**src/rtl/booth_multiplier_sequencer_if.sv**
```systemverilog
// Bundles the start/operand/result handshake and the adder/subtracter link of booth_multiplier_sequencer.
// Optional op_count signal appears only when BOOTH_OP_COUNT_EN is defined.
interface booth_multiplier_sequencer_if #(
  parameter int WIDTH = 4
);
  logic                   start;
  logic [WIDTH-1:0]       multiplicand;
  logic [WIDTH-1:0]       multiplier;
  logic                   busy;
  logic                   done;
  logic [2*WIDTH-1:0]     product;
  logic [WIDTH-1:0]       add_a;
  logic [WIDTH-1:0]       add_b;
  logic                   add_s;
  logic [WIDTH-1:0]       add_sum;
  logic                   add_v;
`ifdef BOOTH_OP_COUNT_EN
  logic [$clog2(WIDTH+1)-1:0] op_count;
`endif

  modport master (
    output start, multiplicand, multiplier, add_sum, add_v,
    input  busy, done, product, add_a, add_b, add_s
`ifdef BOOTH_OP_COUNT_EN
    , input op_count
`endif
  );

  modport slave (
    input  start, multiplicand, multiplier, add_sum, add_v,
    output busy, done, product, add_a, add_b, add_s
`ifdef BOOTH_OP_COUNT_EN
    , output op_count
`endif
  );
endinterface

```
**src/rtl/booth_multiplier_sequencer.sv**
```systemverilog
// Radix-2 Booth sequential multiplier controller driving an external adder/subtracter.
// Define BOOTH_OP_COUNT_EN to add the op_count output (number of add/sub steps used).
module booth_multiplier_sequencer #(
  parameter int WIDTH = 4
) (
  input  logic                          clk,
  input  logic                          rst,
  booth_multiplier_sequencer_if.slave   bus
);
  localparam int CW = $clog2(WIDTH + 1);

  typedef enum logic [1:0] {
    IDLE,
    CALC,
    DONE
  } state_e;

  state_e             state_q, state_d;
  logic [WIDTH-1:0]   a_q, a_d;
  logic [WIDTH-1:0]   q_q, q_d;
  logic [WIDTH-1:0]   m_q, m_d;
  logic               q1_q, q1_d;
  logic [CW-1:0]      cnt_q, cnt_d;
  logic [2*WIDTH-1:0] prod_q, prod_d;
`ifdef BOOTH_OP_COUNT_EN
  logic [CW-1:0]      ops_q, ops_d;
`endif

  logic               useSum;
  logic [WIDTH-1:0]   r;
  logic               sign;

  always_ff @(posedge clk) begin
    if (rst) begin
      state_q <= IDLE;
      a_q     <= '0;
      q_q     <= '0;
      m_q     <= '0;
      q1_q    <= 1'b0;
      cnt_q   <= '0;
      prod_q  <= '0;
`ifdef BOOTH_OP_COUNT_EN
      ops_q   <= '0;
`endif
    end else begin
      state_q <= state_d;
      a_q     <= a_d;
      q_q     <= q_d;
      m_q     <= m_d;
      q1_q    <= q1_d;
      cnt_q   <= cnt_d;
      prod_q  <= prod_d;
`ifdef BOOTH_OP_COUNT_EN
      ops_q   <= ops_d;
`endif
    end
  end

  always_comb begin
    state_d = state_q;
    a_d     = a_q;
    q_d     = q_q;
    m_d     = m_q;
    q1_d    = q1_q;
    cnt_d   = cnt_q;
    prod_d  = prod_q;
`ifdef BOOTH_OP_COUNT_EN
    ops_d   = ops_q;
`endif
    // The sign shifted in comes from the true result, which recovers an overflowed add/sub.
    useSum  = q_q[0] ^ q1_q;
    r       = useSum ? bus.add_sum : a_q;
    sign    = useSum ? (bus.add_sum[WIDTH-1] ^ bus.add_v) : a_q[WIDTH-1];

    unique case (state_q)
      IDLE: begin
        if (bus.start) begin
          state_d = CALC;
          a_d     = '0;
          q_d     = bus.multiplier;
          m_d     = bus.multiplicand;
          q1_d    = 1'b0;
          cnt_d   = '0;
`ifdef BOOTH_OP_COUNT_EN
          ops_d   = '0;
`endif
        end
      end
      CALC: begin
        a_d   = {sign, r[WIDTH-1:1]};
        q_d   = {r[0], q_q[WIDTH-1:1]};
        q1_d  = q_q[0];
        cnt_d = cnt_q + 1'b1;
`ifdef BOOTH_OP_COUNT_EN
        if (useSum) ops_d = ops_q + 1'b1;
`endif
        if (cnt_q == CW'(WIDTH - 1)) begin
          state_d = DONE;
          prod_d  = {a_d, q_d};
        end
      end
      DONE:    state_d = IDLE;
      default: state_d = IDLE;
    endcase
  end

  assign bus.busy    = (state_q == CALC);
  assign bus.done    = (state_q == DONE);
  assign bus.product = prod_q;
  assign bus.add_a   = a_q;
  assign bus.add_b   = m_q;
  assign bus.add_s   = q_q[0] & ~q1_q;
`ifdef BOOTH_OP_COUNT_EN
  assign bus.op_count = ops_q;
`endif
endmodule

```
**src/flat_wrapper.sv**
```systemverilog
// flat-port wrapper written by rule: the top's interface ports become plain ports
module booth_multiplier_sequencer_flat 
#(
  parameter int WIDTH = 4
)
  (clk, rst, bus_start, bus_multiplicand, bus_multiplier, bus_add_sum, bus_add_v, bus_busy, bus_done, bus_product, bus_add_a, bus_add_b, bus_add_s);
  booth_multiplier_sequencer_if #(.WIDTH(WIDTH)) bus_i ();
  input  logic clk;
  input  logic rst;
  input wire logic [$bits(bus_i.start)-1:0] bus_start;
  input wire logic [$bits(bus_i.multiplicand)-1:0] bus_multiplicand;
  input wire logic [$bits(bus_i.multiplier)-1:0] bus_multiplier;
  input wire logic [$bits(bus_i.add_sum)-1:0] bus_add_sum;
  input wire logic [$bits(bus_i.add_v)-1:0] bus_add_v;
  output wire logic [$bits(bus_i.busy)-1:0] bus_busy;
  output wire logic [$bits(bus_i.done)-1:0] bus_done;
  output wire logic [$bits(bus_i.product)-1:0] bus_product;
  output wire logic [$bits(bus_i.add_a)-1:0] bus_add_a;
  output wire logic [$bits(bus_i.add_b)-1:0] bus_add_b;
  output wire logic [$bits(bus_i.add_s)-1:0] bus_add_s;
  assign bus_i.start = bus_start;
  assign bus_i.multiplicand = bus_multiplicand;
  assign bus_i.multiplier = bus_multiplier;
  assign bus_i.add_sum = bus_add_sum;
  assign bus_i.add_v = bus_add_v;
  assign bus_busy = bus_i.busy;
  assign bus_done = bus_i.done;
  assign bus_product = bus_i.product;
  assign bus_add_a = bus_i.add_a;
  assign bus_add_b = bus_i.add_b;
  assign bus_add_s = bus_i.add_s;
  booth_multiplier_sequencer #(.WIDTH(WIDTH)) u_core (.clk(clk), .rst(rst), .bus(bus_i));
endmodule
```
**config.mk**
```make
export PLATFORM = sky130hd
export DESIGN_NAME = booth_multiplier_sequencer_flat
export DESIGN_NICKNAME = d
export VERILOG_FILES = /design/src/rtl/booth_multiplier_sequencer_if.sv /design/src/rtl/booth_multiplier_sequencer.sv /design/src/flat_wrapper.sv
export SDC_FILE = /design/constraint.sdc
export NUM_CORES = 1
export LEC_CHECK = 0
export BUFFER_PORTS_ARGS = -buffer_cell sky130_fd_sc_hd__clkbuf_2
export CAP_MARGIN = 25
export CORE_MARGIN = 5
export CORE_UTILIZATION = 45
export CTS_BUF_LIST = sky130_fd_sc_hd__clkbuf_16
export CTS_CLUSTER_SIZE = 24
export DETAILED_ROUTE_END_ITERATION = 12
export PLACE_DENSITY_LB_ADDON = 0.3
export SETUP_SLACK_MARGIN = 0.5
export SYNTH_ARGS = -nofsm -noshare
export SYNTH_HDL_FRONTEND = slang
export SYNTH_SLANG_ARGS = --single-unit
```
**constraint.sdc**
```tcl
create_clock -name clk -period 2 [get_ports clk]
set_input_delay 0.5 -clock clk [delete_from_list [all_inputs] [get_ports clk]]
set_output_delay 0.5 -clock clk [all_outputs]
set_load 0.02 [all_outputs]
```
Word level (Yosys, flattened, before mapping)
Index checks and enable logic that the tools add are counted.
{"block": "totals", "regBits": 26, "in_bits": 16, "output_inout_bits": 19, "word_cells": 36}
{"block": "op_classes", "n_addsub": 1, "eq_ne": 5, "muxes": 13, "bitwise": 4, "reduce_logical": 6}
{"cell": "one-hot mux 4 bit (2 select lines)", "n": 2}
{"cell": "two-way mux 4 bit", "n": 3}
{"cell": "AND reduction 2 bit", "n": 4}
{"cell": "one-hot mux 3 bit (2 select lines)", "n": 1}
{"cell": "two-way mux 2 bit", "n": 2}
{"cell": "one-hot mux 2 bit (2 select lines)", "n": 1}
{"cell": "adder 3 x 1 -> 3 bit (second input constant)", "n": 1}
{"cell": "equality test 3 x 2 -> 1 bit (second input constant)", "n": 1}
{"cell": "two-way mux 3 bit", "n": 1}
{"cell": "equality test 2 x 1 -> 1 bit (second input constant)", "n": 1}
{"cell": "equality test 2 bit (second input constant)", "n": 1}
{"cell": "zero test 2 bit", "n": 1}
{"cell": "two-way mux 1 bit", "n": 2}
{"cell": "!= test 2 x 1 -> 1 bit (second input constant)", "n": 1}
{"cell": "!= test 2 bit (second input constant)", "n": 1}
{"cell": "one-hot mux 1 bit (2 select lines)", "n": 1}
{"cell": "nonzero test 2 bit", "n": 1}
{"cell": "XOR 1 bit", "n": 2}
{"cell": "AND 1 bit", "n": 1}
{"cell": "NOT 1 bit", "n": 1}

Depth between registers and ports, before layout
{"block": "logic_depth", "depth_word": 3, "depth_mapped": 6, "mapped_depth_nobuf": 5}

Least setup slack after synthesis
No wires, ideal clock.
{"block": "synth_path", "path_kind": "reg-to-reg", "start": "register u_core.q1_q", "end": "register u_core.a_q[0], in the netlist u_core.bus.add_a[0]", "setup_ns": 0.128, "arrival_time_ns": 1.279, "required_ns": 1.872, "slack_ns": 0.593, "stages_incl_launch_ff": 7, "path_buffers": 1, "period_less_slack_ns": 1.407, "path_cell_list": "dfxtp_1 inv_1 ha_1 buf_2 mux2_2 a22oi_1 nor2_1"}
{"block": "synth_between", "elab_chain_cells": 3}
{"item": "start: declaration", "line_no": "booth_multiplier_sequencer.sv:22", "source": "logic q1_q, q1_d;"}
{"item": "start signal: assignment", "line_no": "booth_multiplier_sequencer.sv:50", "source": "q1_q <= q1_d;"}
{"item": "XOR 1 bit", "line_no": "booth_multiplier_sequencer.sv:71", "source": "useSum = q_q[0] ^ q1_q;"}
{"item": "two-way mux 4 bit", "line_no": "booth_multiplier_sequencer.sv:72", "source": "r = useSum ? bus.add_sum : a_q;"}
{"item": "one-hot mux 4 bit (2 select lines)", "line_no": "booth_multiplier_sequencer.sv:75", "source": "unique case (state_q)"}
{"item": "end signal: assignment", "line_no": "booth_multiplier_sequencer.sv:36", "source": "a_q <= '0;"}
{"item": "end signal: assignment", "line_no": "booth_multiplier_sequencer.sv:47", "source": "a_q <= a_d;"}
{"item": "end: declaration", "line_no": "booth_multiplier_sequencer.sv:19", "source": "logic [WIDTH-1:0] a_q, a_d;"}
No other way between the ends.
A chain may end at the register's enable or synchronous reset.

Worst setup path after layout
{"block": "layout_path", "start": "register u_core.state_q[0]", "end": "output port bus_done"}
{"block": "layout_between", "elab_chain_cells": 1}
{"item": "start: declaration", "line_no": "booth_multiplier_sequencer.sv:18", "source": "state_e state_q, state_d;"}
{"item": "start signal: assignment", "line_no": "booth_multiplier_sequencer.sv:46", "source": "state_q <= state_d;"}
{"item": "equality test 2 bit", "line_no": "booth_multiplier_sequencer.sv:108", "source": "assign bus.done = (state_q == DONE);"}
{"item": "end: declaration", "line_no": "flat_wrapper.sv:16", "source": "output wire logic [$bits(bus_i.done)-1:0] bus_done;"}
No other way between the ends.

==> flow_summary.yaml <==
route:
  ant_nets: 0
  drc: 0
  wl_um: 2670
  viasPerCell: 5.30
  first_pass_iters: 4
  initialDrtViolationCount: 24
  avgRoutedWirePerCell_um: 13.8
  num_vias: 1023
sta:
  hold_ws_ns: 0.454
  rsz0062_at_grt: "false"
  period_share_pct: 73.5
  layout_setup_ws_ns: 0.529
  clock_skew_ns: 0.00368
  period_minus_slack_ns: 1.47
  tns_ns: 0
  finalSetupViolations: 0
  worst_slew_pin_slew_ns: 0.559
  relSlewSlack_pct: 62.6
  final_hold_viol_count: 0
  fmax_mhz: 680
  finalMaxSlewViolations: 0
worst_setup_path:
  start_kind: "flip-flop"
  cp_max_fo: 4
  reg2reg_setup_slack_ns: 0.63
  path_class: "flip-flop to output port"
  critical_path_required_ns: 1.50
  arrival_ns: 0.97
  worst_r2r_path_depth: 6
  r2r_end: "u_core.bus.product[1]"
  end_kind: "output port"
  reg2reg_from: "u_core.cnt_q[0]"
hold_path:
  hold_depth: 2
  hold_path.startpoint: "u_core.bus.add_b[3]"
  holdCritPathClass: "flip-flop to flip-flop"
  min_to: "u_core.bus.add_b[3]"
floorplanning:
  ios: 35
  num_rows: 18
  core_area_um2: 2410
  start_util_pct: 46.0
  die_area_um2: 3550
  die_w_um: 59.6
  die_h_um: 59.6
global_route:
  overflow: 0
  grt.total_usage_pct: 15.8
  grt_pass1_wl_um: 4270
  grt_pass1_vias: 992
  grt_antenna_before_repair: 0
  grt_max_degree: 16
clock_tree:
  htree_levels: 1
  cts_buffers: 3
  clkTransAtPathRegs_ns: 0.06
  clk_latency_ns: 0.26
  cts_tree: "yes"
  postCtsHoldBufs: 0
  clock-sinks: 26
  clock_path_buffers: 2
  cts-root-buf: "clkbuf_16"
power:
  ir_drop_v: 0.000509
  p_leak_nw: 0.621
  powerDensity_nw_per_um2: 808
status:
  run_status: "finished clean"
logic_synthesis:
  synth-seq-cells: 26
  syn-mean-instance-area_um2: 8.79
  synth_fp_nets: 145
  ys_types: 33
  ys_seq_area_share_pct: 47.0
  synthCells: 126
  synth_edf_count: 0
  syn_area_um2: 1110
  yosys_warnings: 0
  async_flop_share_pct: 0
  ys.flop_type: "dfxtp_1"
place:
  place_hpwl_um: 1910
  place_area_um2: 1270
  place.gp.congestion: 0.754
  numPortBuffers: 34
  pre_cts_ws_ns: 0.506
finish:
  nets: 183
  fin_area_um2: 1430
  drive_gt1_share_pct: 33.1
  finalCoreUtilization_pct: 59.4
  syn_to_final_growth_pct: 29.4
  n_fill_cell: 210
  multiInputGateArea_um2: 549
  diodes: 0
  area.sequential_um2: 528
run:
  max_cap_viol_count: 0
per-stage QoR:
step           instances  power (mW)
6_report             193        1.16
5_1_grt              193        1.21
4_1_cts              191        1.15
3_5_place_dp         184       0.711
3_3_place_gp         184       0.705
2_1_floorplan        126       0.668
cell families after synthesis:
group / Yosys count / share of synthesized area (%)
xor gates and xnor gates: 1 / 0.791
muxes: 4 / 3.84
adders and majority gates: 3 / 3.39
buffers and inverters: 11 / 5.99
AOI/OAI and AO/OA: 30 / 17.4
and+or+nand+nor: 51 / 21.6
DFF: 26 / 47.0
power breakdown:
part           internal (mW)  leakage [nW]  switching (mW)
clock network          0.267        0.0385           0.174
registers              0.537         0.213          0.0160
logic                 0.0706         0.369          0.0921
sequential cells by signal, indices dropped and copies added, names as in the netlist:
| signal | flops |
|---|---|
| u_core.q_q | 4 |
| u_core.cnt_q | 3 |
| u_core.q1_q | 1 |
| u_core.bus.product | 8 |
| u_core.bus.add_a | 4 |
| u_core.bus.add_b | 4 |
| u_core.state_q | 2 |
how the worst max path moves through the flow:
stage                     endpoint  slack, ns              start
3_5_place_dp   u_core.bus.add_a[3]       0.51          bus_start
5_1_grt                   bus_done       0.50  u_core.state_q[0]
6_report                  bus_done       0.53  u_core.state_q[0]
2_1_floorplan  u_core.bus.add_a[0]       0.59        u_core.q1_q
3_3_place_gp           u_core.q1_q       0.55          bus_start
4_1_cts                   bus_done       0.51  u_core.state_q[0]
critical path: stages (launching register included):
cell and delay (ns):
dfxtp_4 0.37, and2b_2 0.22, buf_6 0.12
layout by cell type (no fill, tap or decap), drive strengths merged, types with 4 or more instances in the layout:
cell type / n
clkbuf: 35
nand3: 4
a21oi: 14
nor2: 14
nand2: 21
dfxtp: 26
buf: 8
a211oi: 5
routing by layer:
metal	global-route usage [%]	share of wire, %	up-vias
li1	-	-	512
met1	18.9	46	489
met2	27.6	49	20
met3	2.83	4.0	2
met4	6.65	0.71	0
met5	0	0	-
repair_timing:
action	CTS	global route
endpoints found under the setup margin	2	7
setup buffers	3	1
gates resized for setup	4	11
pin swaps	0	1
cloned	0	1
final cells by class:
class	count	area share (%)
timing repair buffer	40	15.9
sequential	26	36.9
clock inverter	1	0.262
clock buffer	3	5.24
inverter	3	0.786
tap	30	2.62
multi-input combinational	90	38.3
cell usage after synthesis (2+ instances only):
cell type | count | area, µm²
a22oi_1 | 3 | 22.5
o211ai_1 | 2 | 15.0
dfxtp_1 | 26 | 521
a211oi_1 | 5 | 37.5
ha_1 | 3 | 37.5
nor2_1 | 14 | 52.6
buf_2 | 2 | 10.0
mux2_2 | 2 | 22.5
nor3_1 | 2 | 10.0
a21oi_1 | 14 | 70.1
buf_6 | 3 | 33.8
clkbuf_1 | 3 | 11.3
mux2i_1 | 2 | 20.0
nand3_1 | 4 | 20.0
nand2_1 | 21 | 78.8
inv_1 | 3 | 11.3
(Power assumes the default switching activity.)
